`src/rtl/ssp_uart_pkg.sv`:
```
// Shared definitions for the ssp_uart SSP register interface: register map,
// access direction, frame layout and the initiator FSM state encoding.
package ssp_uart_pkg;

  localparam logic [2:0] RA_UCR = 3'd0;
  localparam logic [2:0] RA_USR = 3'd1;
  localparam logic [2:0] RA_TDR = 3'd2;
  localparam logic [2:0] RA_RDR = 3'd3;
  localparam logic [2:0] RA_SPR = 3'd4;

  localparam logic WRITE = 1'b1;
  localparam logic READ  = 1'b0;

  typedef struct packed {
    logic [2:0]  ra;
    logic        wnr;
    logic [11:0] data;
  } ssp_frame_t;

  typedef enum logic [1:0] {
    ST_IDLE  = 2'd0,
    ST_SETUP = 2'd1,
    ST_SHIFT = 2'd2,
    ST_GUARD = 2'd3
  } ssp_state_t;

endpackage

```
`src/rtl/ssp_sck_gen.sv`:
```
// SCK timebase: emits one-cycle rise/fall enables every CLK_DIV cycles while
// enabled, alternating rise then fall; held cleared while disabled.
module ssp_sck_gen #(
  parameter int CLK_DIV = 3
) (
  input  logic clk,
  input  logic rst,
  input  logic en,
  output logic sck_rise,
  output logic sck_fall
);

  localparam int CNT_W = $clog2(CLK_DIV + 1);

  logic [CNT_W-1:0] div_cnt;
  logic             phase;
  logic             tick;

  assign tick     = en && (div_cnt == CNT_W'(CLK_DIV - 1));
  assign sck_rise = tick && !phase;
  assign sck_fall = tick && phase;

  always_ff @(posedge clk) begin
    if (rst || !en) begin
      div_cnt <= '0;
      phase   <= 1'b0;
    end else if (tick) begin
      div_cnt <= '0;
      phase   <= ~phase;
    end else begin
      div_cnt <= CNT_W'(div_cnt + 1'b1);
    end
  end

endmodule

```
`src/rtl/ssp_uart_spi_master.sv`:
```
// SPI mode 0 initiator: serialises one {RA, WnR, DI} request as a 16-bit frame
// and returns the low 12 bits shifted in on MISO.
module ssp_uart_spi_master
  import ssp_uart_pkg::*;
#(
  parameter int CLK_DIV = 3
) (
  input  logic        Clk,
  input  logic        Rst,
  input  logic        Req,
  input  logic [2:0]  RA,
  input  logic        WnR,
  input  logic [11:0] DI,
  output logic        Busy,
  output logic        Done,
  output logic [11:0] DO,
  output logic        SSP_SSEL,
  output logic        SSP_SCK,
  output logic        SSP_MOSI,
  input  logic        SSP_MISO,
  output ssp_state_t  dbg_state
);

  // Handshake: Req is taken on a rising Clk edge only while Busy is low;
  // Done pulses once per completed frame and DO is valid from that cycle on.

  ssp_state_t  state_q, state_d;
  ssp_frame_t  frame;
  logic [3:0]  bit_cnt;
  logic [14:0] tx_sh;
  logic [11:0] rx_sh;
  logic        sck_rise, sck_fall;
  logic        capture;

  assign frame     = '{ra: RA, wnr: WnR, data: DI};
  assign dbg_state = state_q;

  ssp_sck_gen #(.CLK_DIV(CLK_DIV)) u_sck_gen (
    .clk      (Clk),
    .rst      (Rst),
    .en       (state_q != ST_IDLE),
    .sck_rise (sck_rise),
    .sck_fall (sck_fall)
  );

  always_ff @(posedge Clk) begin
    if (Rst) state_q <= ST_IDLE;
    else     state_q <= state_d;
  end

  // A rise tick with bit_cnt at 15 is the end of the last low phase, not a new bit.
  always_comb begin
    state_d = state_q;
    capture = 1'b0;
    case (state_q)
      ST_IDLE:  if (Req) state_d = ST_SETUP;
      ST_SETUP: begin
        capture = sck_rise;
        if (sck_rise) state_d = ST_SHIFT;
      end
      ST_SHIFT: begin
        capture = sck_rise && (bit_cnt != 4'd15);
        if (sck_rise && bit_cnt == 4'd15) state_d = ST_GUARD;
      end
      ST_GUARD: if (sck_fall) state_d = ST_IDLE;
      default:  state_d = ST_IDLE;
    endcase
  end

  always_ff @(posedge Clk) begin
    if (Rst) begin
      Busy     <= 1'b0;
      Done     <= 1'b0;
      DO       <= '0;
      SSP_SSEL <= 1'b0;
      SSP_SCK  <= 1'b0;
      SSP_MOSI <= 1'b0;
      bit_cnt  <= '0;
      tx_sh    <= '0;
      rx_sh    <= '0;
    end else begin
      Done <= 1'b0;
      case (state_q)
        ST_IDLE: if (Req) begin
          Busy     <= 1'b1;
          SSP_SSEL <= 1'b1;
          SSP_SCK  <= 1'b0;
          SSP_MOSI <= frame[15];
          tx_sh    <= frame[14:0];
          rx_sh    <= '0;
          bit_cnt  <= '0;
        end
        ST_SETUP, ST_SHIFT: begin
          if (capture) begin
            SSP_SCK <= 1'b1;
            rx_sh   <= {rx_sh[10:0], SSP_MISO};
            if (state_q == ST_SHIFT) bit_cnt <= bit_cnt + 4'd1;
          end
          if (sck_fall) begin
            SSP_SCK <= 1'b0;
            if (bit_cnt != 4'd15) begin
              SSP_MOSI <= tx_sh[14];
              tx_sh    <= {tx_sh[13:0], 1'b0};
            end
          end
          if (state_d == ST_GUARD) begin
            SSP_SSEL <= 1'b0;
            Done     <= 1'b1;
            DO       <= rx_sh;
          end
        end
        ST_GUARD: if (sck_fall) Busy <= 1'b0;
        default: ;
      endcase
    end
  end

endmodule

```
`config.mk`:
```
export PLATFORM = sky130hd
export DESIGN_NAME = ssp_uart_spi_master
export DESIGN_NICKNAME = d
export VERILOG_FILES = /design/src/rtl/ssp_uart_pkg.sv /design/src/rtl/ssp_sck_gen.sv /design/src/rtl/ssp_uart_spi_master.sv
export SDC_FILE = /design/constraint.sdc
export NUM_CORES = 1
export LEC_CHECK = 0
export ABC_CLOCK_PERIOD_IN_PS = 2300
export CAP_MARGIN = 20
export CELL_PAD_IN_SITES_DETAIL_PLACEMENT = 0
export CELL_PAD_IN_SITES_GLOBAL_PLACEMENT = 1
export CORE_UTILIZATION = 36
export DETAILED_ROUTE_END_ITERATION = 8
export PLACE_DENSITY_LB_ADDON = 0.1
export SYNTH_ARGS = -nofsm -noshare
export SYNTH_HDL_FRONTEND = slang
export SYNTH_HIERARCHICAL = 1
export SYNTH_SLANG_ARGS = --single-unit
```
`constraint.sdc`:
```
create_clock -name Clk -period 2.3 [get_ports Clk]
set_clock_uncertainty 0.05 [all_clocks]
set_input_delay 0.69 -clock Clk [delete_from_list [all_inputs] [get_ports Clk]]
set_output_delay 0.69 -clock Clk [all_outputs]
set_load 0.005 [all_outputs]
```
**After elaboration in Yosys (flattened, before gate mapping)**

Cells that the tools add are included.

- Add/sub/neg operators: 2
- Equality and inequality tests: 15
- Muxes and demuxes: 31
- Bitwise operators: 2
- Reductions and logical operators: 22

Operator list:

| kind | count |
|---|---|
| $mux W15 | 3 |
| $pmux W15 S2 | 1 |
| $mux W12 | 2 |
| $pmux W12 S2 | 1 |
| $ne A2 B2 Y1 const B | 7 |
| $mux W4 | 3 |
| $reduce_and A3 Y1 | 4 |
| $mux W1 | 10 |
| $pmux W1 S2 | 5 |
| $eq A2 B2 Y1 const B | 4 |
| $mux W2 | 4 |
| $pmux W2 S4 | 1 |
| $pmux W4 S2 | 1 |
| $reduce_and A4 Y1 | 2 |
| $reduce_bool A2 Y1 | 3 |
| $reduce_or A2 Y1 | 3 |
| $logic_and A1 B1 Y1 | 5 |
| $add A4 B1 Y4 const B | 1 |
| $eq A4 B4 Y1 const B | 1 |
| $ne A4 B4 Y1 const B | 1 |
| $ne A3 B3 Y1 const B | 1 |
| $add A2 B1 Y2 const B | 1 |
| $eq A2 B1 Y1 const B | 1 |
| $logic_not A1 Y1 | 2 |
| other kinds (4) | 5 |

- Bits in registers: 53
- Bits of input ports: 20
- Output and inout port bits: 19

**Depth between registers and ports, before layout**

- Depth in word-level cells: 9
- Depth in mapped cells: 13
- Depth with buffers taken out: 10

**Cells and area by module**

The synthesis kept the hierarchy.

Modules (own cells, without submodules):

| module | times used | cells each | area each (um2) |
|---|---|---|---|
| ssp_uart_spi_master | 1 | 238 | 2294.7 |
| ssp_sck_gen | 1 | 13 | 120.1 |

**Worst setup path after synthesis**

Ideal clock, no wire load.

- Path kind: flip-flop to flip-flop
- Start point: register state_q[0], in the netlist dbg_state[0]
- End point: register DO[0]
- Arrival time: 2268 ps
- Path slack: -136 ps
- Cell stages (with the launch flop): 13
- Path buffers: 3
- Clock period less this slack: 2436 ps
- Path through: dfxtp_1 > inv_1 > ha_1 > buf_2 > inv_1 > and3_2 > nor2b_1 > or4_1 > and3_1 > and3_1 > buf_6 > buf_12 > mux2i_1

- Elaborated cells between the ends (all ways): 17
- Those cells by class: 4 x eq/ne; 5 x mux; 8 x reduce/logical

RTL lines:

| what | RTL line | RTL |
|---|---|---|
| from (decl) | ssp_uart_spi_master.sv:27 | `ssp_state_t state_q, state_d;` |
| from (signal assigned) | ssp_uart_spi_master.sv:48 | `else state_q <= state_d;` |
| $reduce_bool A2 Y1 | ssp_uart_spi_master.sv:41 | `.en (state_q != ST_IDLE),` |
| $logic_and A1 B1 Y1 | ssp_sck_gen.sv:19 | `assign tick = en && (div_cnt == CNT_W'(CLK_DIV - 1));` |
| $logic_and A1 B1 Y1 | ssp_sck_gen.sv:21 | `assign sck_fall = tick && phase;` |
| named net sck_fall | ssp_uart_spi_master.sv:32 | `logic sck_rise, sck_fall;` |
| $mux W2 | ssp_uart_spi_master.sv:65 | `ST_GUARD: if (sck_fall) state_d = ST_IDLE;` |
| $pmux W2 S4 | ssp_uart_spi_master.sv:55 | `case (state_q)` |
| $eq A2 B2 Y1 | ssp_uart_spi_master.sv:106 | `if (state_d == ST_GUARD) begin` |
| $reduce_and A2 Y1 (no line) | n/a |  |
| to (signal assigned) | ssp_uart_spi_master.sv:109 | `DO <= rx_sh;` |
| to (decl) | ssp_uart_spi_master.sv:16 | `output logic [11:0] DO,` |

The timed path passes the listed nets, and every way through them passes these cells.
A chain may end at the register's enable or synchronous reset.

**Final worst setup path**

- Start point: register state_q[0], in the netlist dbg_state[0]
- End point: register DO[1]

Same word-level chain as after synthesis.

==> reports/metrics.csv <==
metric,value,unit
cp_max_fo,10,
synth.area.top_cells,"dfxtp_1 (44%), mux2i_1 (16%), nand2b_1 (7.0%)",
io-pin-count,39,
wl_per_cell,12.7,um
endpoint_kind,flip-flop,
rows,29,
fmax,455,MHz
rsz0062_at_grt,false,
clk_latency,0.30,ns
fp.dieArea,7040,um^2
grt_pass1_vias,1791,
setup-violations-final,0,
grt_max_degree,32,
via_count,1812,
dp_slack,-0.0533,ns
finalMaxSlewViolations,0,
use_met3,3.66,%
synth_top_area_share,43.9,%
hpwl,3.35,mm
p_per_area,585,nW/um^2
synth_edf_count,0,
clk_path_buf_depth,2,
drtIter0Drc,51,
start_util,37.6,%
synth.avg_cell_area,9.62,um^2
synthTopCellsByCount,"dfxtp_1 (53), mux2i_1 (39), nor2_1 (35), nand2b_1 (27), a211oi_1 (16)",
crit_family,simple AND/OR/NAND/NOR gates,
antennaDiodeCount,0,
grtUsageMet1,20.3,%
layout-drive-gt1-share,13.0,%
cap_violations,0,
seq_area_frac_synth,43.9,%
p_leak,0.00108,uW
yosysMostFrequentCell,dfxtp_1,
synth_cells,251,
async_reset_ff_share,0,%
maxSlewHeadroom,75.5,%
start_kind,flip-flop,
violations,design-rule violations,
clock_sinks,53,
syn_to_final_growth,28.1,%
critPathKind,reg2reg,
cts_hold_buf,0,
fillCellCount,635,
synth_area,2410,um^2
grtUsageTotal,14.7,%
outcome,finished with violations,
ys_ff_latch,53,
fin_crit_sh,95.6,%
hp-class,reg2reg,
dieWidth,83.9,um
slowest_delay,0.40,ns
routed_wl,4.82,mm
overflow,0,
gr-max-usage-layer,met2,
grt_pass1_wl,8.27,mm
cts_tree,built,
die-height,83.9,um
path_clk_slew,0.09,ns
post_cts_buffers,0,
post-route-min-period,2.20,ns
grt_use_met2,22.4,%
antenna_found_initial,0,
root_buffer,clkbuf_8,
ctsResizeCount,0,
tightestPinTransition,0.362,ns
yosysTopAreaCell,dfxtp_1,
ys_types,40,
coreArea,6420,um^2
cpMaxStageDelayCell,or4_1,
cp_data_arrival_time,2.35,ns
via_per_inst,4.79,
gp_congestion,0.767,
hold_viol,0,
drc,2,
setup_ws,0.102,ns
crit_chain,"inv_2, ha_1, inv_2, and3_4, nor2b_1, or4_1, and3_1, and3_4, buf_12, mux2i_2",
drtPass1Iterations,6,
cts_made_buffers,5,
critPathBufInv,3,
total_power,1810,uW
synth-main-ff-cell,dfxtp_1,
portBuffers,38,
nets,327,
ys_warn_count,6,
cp_data_required_time,2.45,ns
vdd_drop_max,0.249,mV
detail-route-antenna-nets,0,
synthesis.nets,278,
cts_max_level,2,
==> registers in the layout, summed over array words and instances (netlist names) <==
name,count
SSP_SSEL,1
SSP_MOSI,1
DO,12
Done,1
tx_sh,15
SSP_SCK,1
dbg_state,2
u_sck_gen/phase,1
Busy,1
rx_sh,12
u_sck_gen/div_cnt,2
bit_cnt,4
==> per-layer routing <==
metal  wire, um  up-vias
met5          0        -
met4         68        0
met3        169        6
met2       2060       26
met1       2520      822
li1           -      958
==> where the power goes <==
group	internal [uW]	switching [uW]
logic	159	144
clock network	216	304
registers	962	25.3
total	1340	473
==> cells by family (layout without fill, tap and decap cells) <==
logic type | Yosys count | count (layout) | synth area share, %
AND/OR/NAND/NOR | 94 | 94 | 20.3
flip-flops | 53 | 53 | 43.9
multiplexers | 40 | 40 | 16.6
AO/OA/AOI/OAI | 36 | 36 | 10.8
buffers and inverters | 20 | 70 | 4.35
adder cells (fa/ha/maj) | 7 | 7 | 3.63
XOR/XNOR | 1 | 1 | 0.363
==> worst paths after layout <==
check	slack, ns	cells past startpoint	to	start
hold reg to reg	0.37	1	u_sck_gen/div_cnt[0]	u_sck_gen/div_cnt[0]
setup / recovery	0.10	10	DO[1]	dbg_state[0]
setup reg to reg	0.10	10	DO[1]	dbg_state[0]
hold / removal	0.37	1	u_sck_gen/div_cnt[0]	u_sck_gen/div_cnt[0]
==> final cells by class <==
class                      instances  area [um^2]  share of cell area (%)
multi-input combinational        178         1260                    40.9
sequential                        53         1070                    34.5
timing repair buffer              58          568                    18.4
tap                               77         96.3                    3.11
clock buffer                       7         76.3                    2.47
inverter                           4         15.0                   0.485
clock inverter                     1         7.51                   0.243
==> placed cells by master, fill, tap and decap left out, drive strengths merged <==
cell type	synthesis	layout
dfxtp	53	53
mux2i	39	39
clkdlybuf4s50	0	38
nor2	35	35
nand2b	28	28
buf	6	20
a211oi	16	16
a21oi	9	9
nand2	8	8
ha	7	7
clkbuf	10	7
nor2b	6	6
nand3	5	5
inv	4	4
o21ai	3	3
and3	3	3
nor3	2	2
o31ai	1	1
o311ai	1	1
or4	1	1
o21a	1	1
nand3b	1	1
o21bai	1	1
nor3b	1	1
a2111oi	1	1
nand4b	1	1
a31o	1	1
or3	1	1
or3b	1	1
and2	1	1
a21boi	1	1
a31oi	1	1
mux2	1	1
clkinvlp	0	1
xnor2	1	1
==> through the flow <==
| step | std cells | hold WS, ns | cell area [um^2] | util, % | TNS, ns |
|---|---|---|---|---|---|
| 6_report | 378 | 0.374 | 3090 | 48.2 | 0 |
| 5_1_grt | 378 | 0.409 | 3090 | 48.2 | 0 |
| 4_1_cts | 378 | 0.378 | 3090 | 48.0 | 0 |
| 3_5_place_dp | 370 | 0.363 | 3000 | 46.7 | -0.580 |
| 3_3_place_gp | 370 | 0.360 | 3000 | 46.7 | -0.430 |
| 2_1_floorplan | 251 | 0.347 | 2430 | - | 0 |
(Power assumes the default switching activity.)
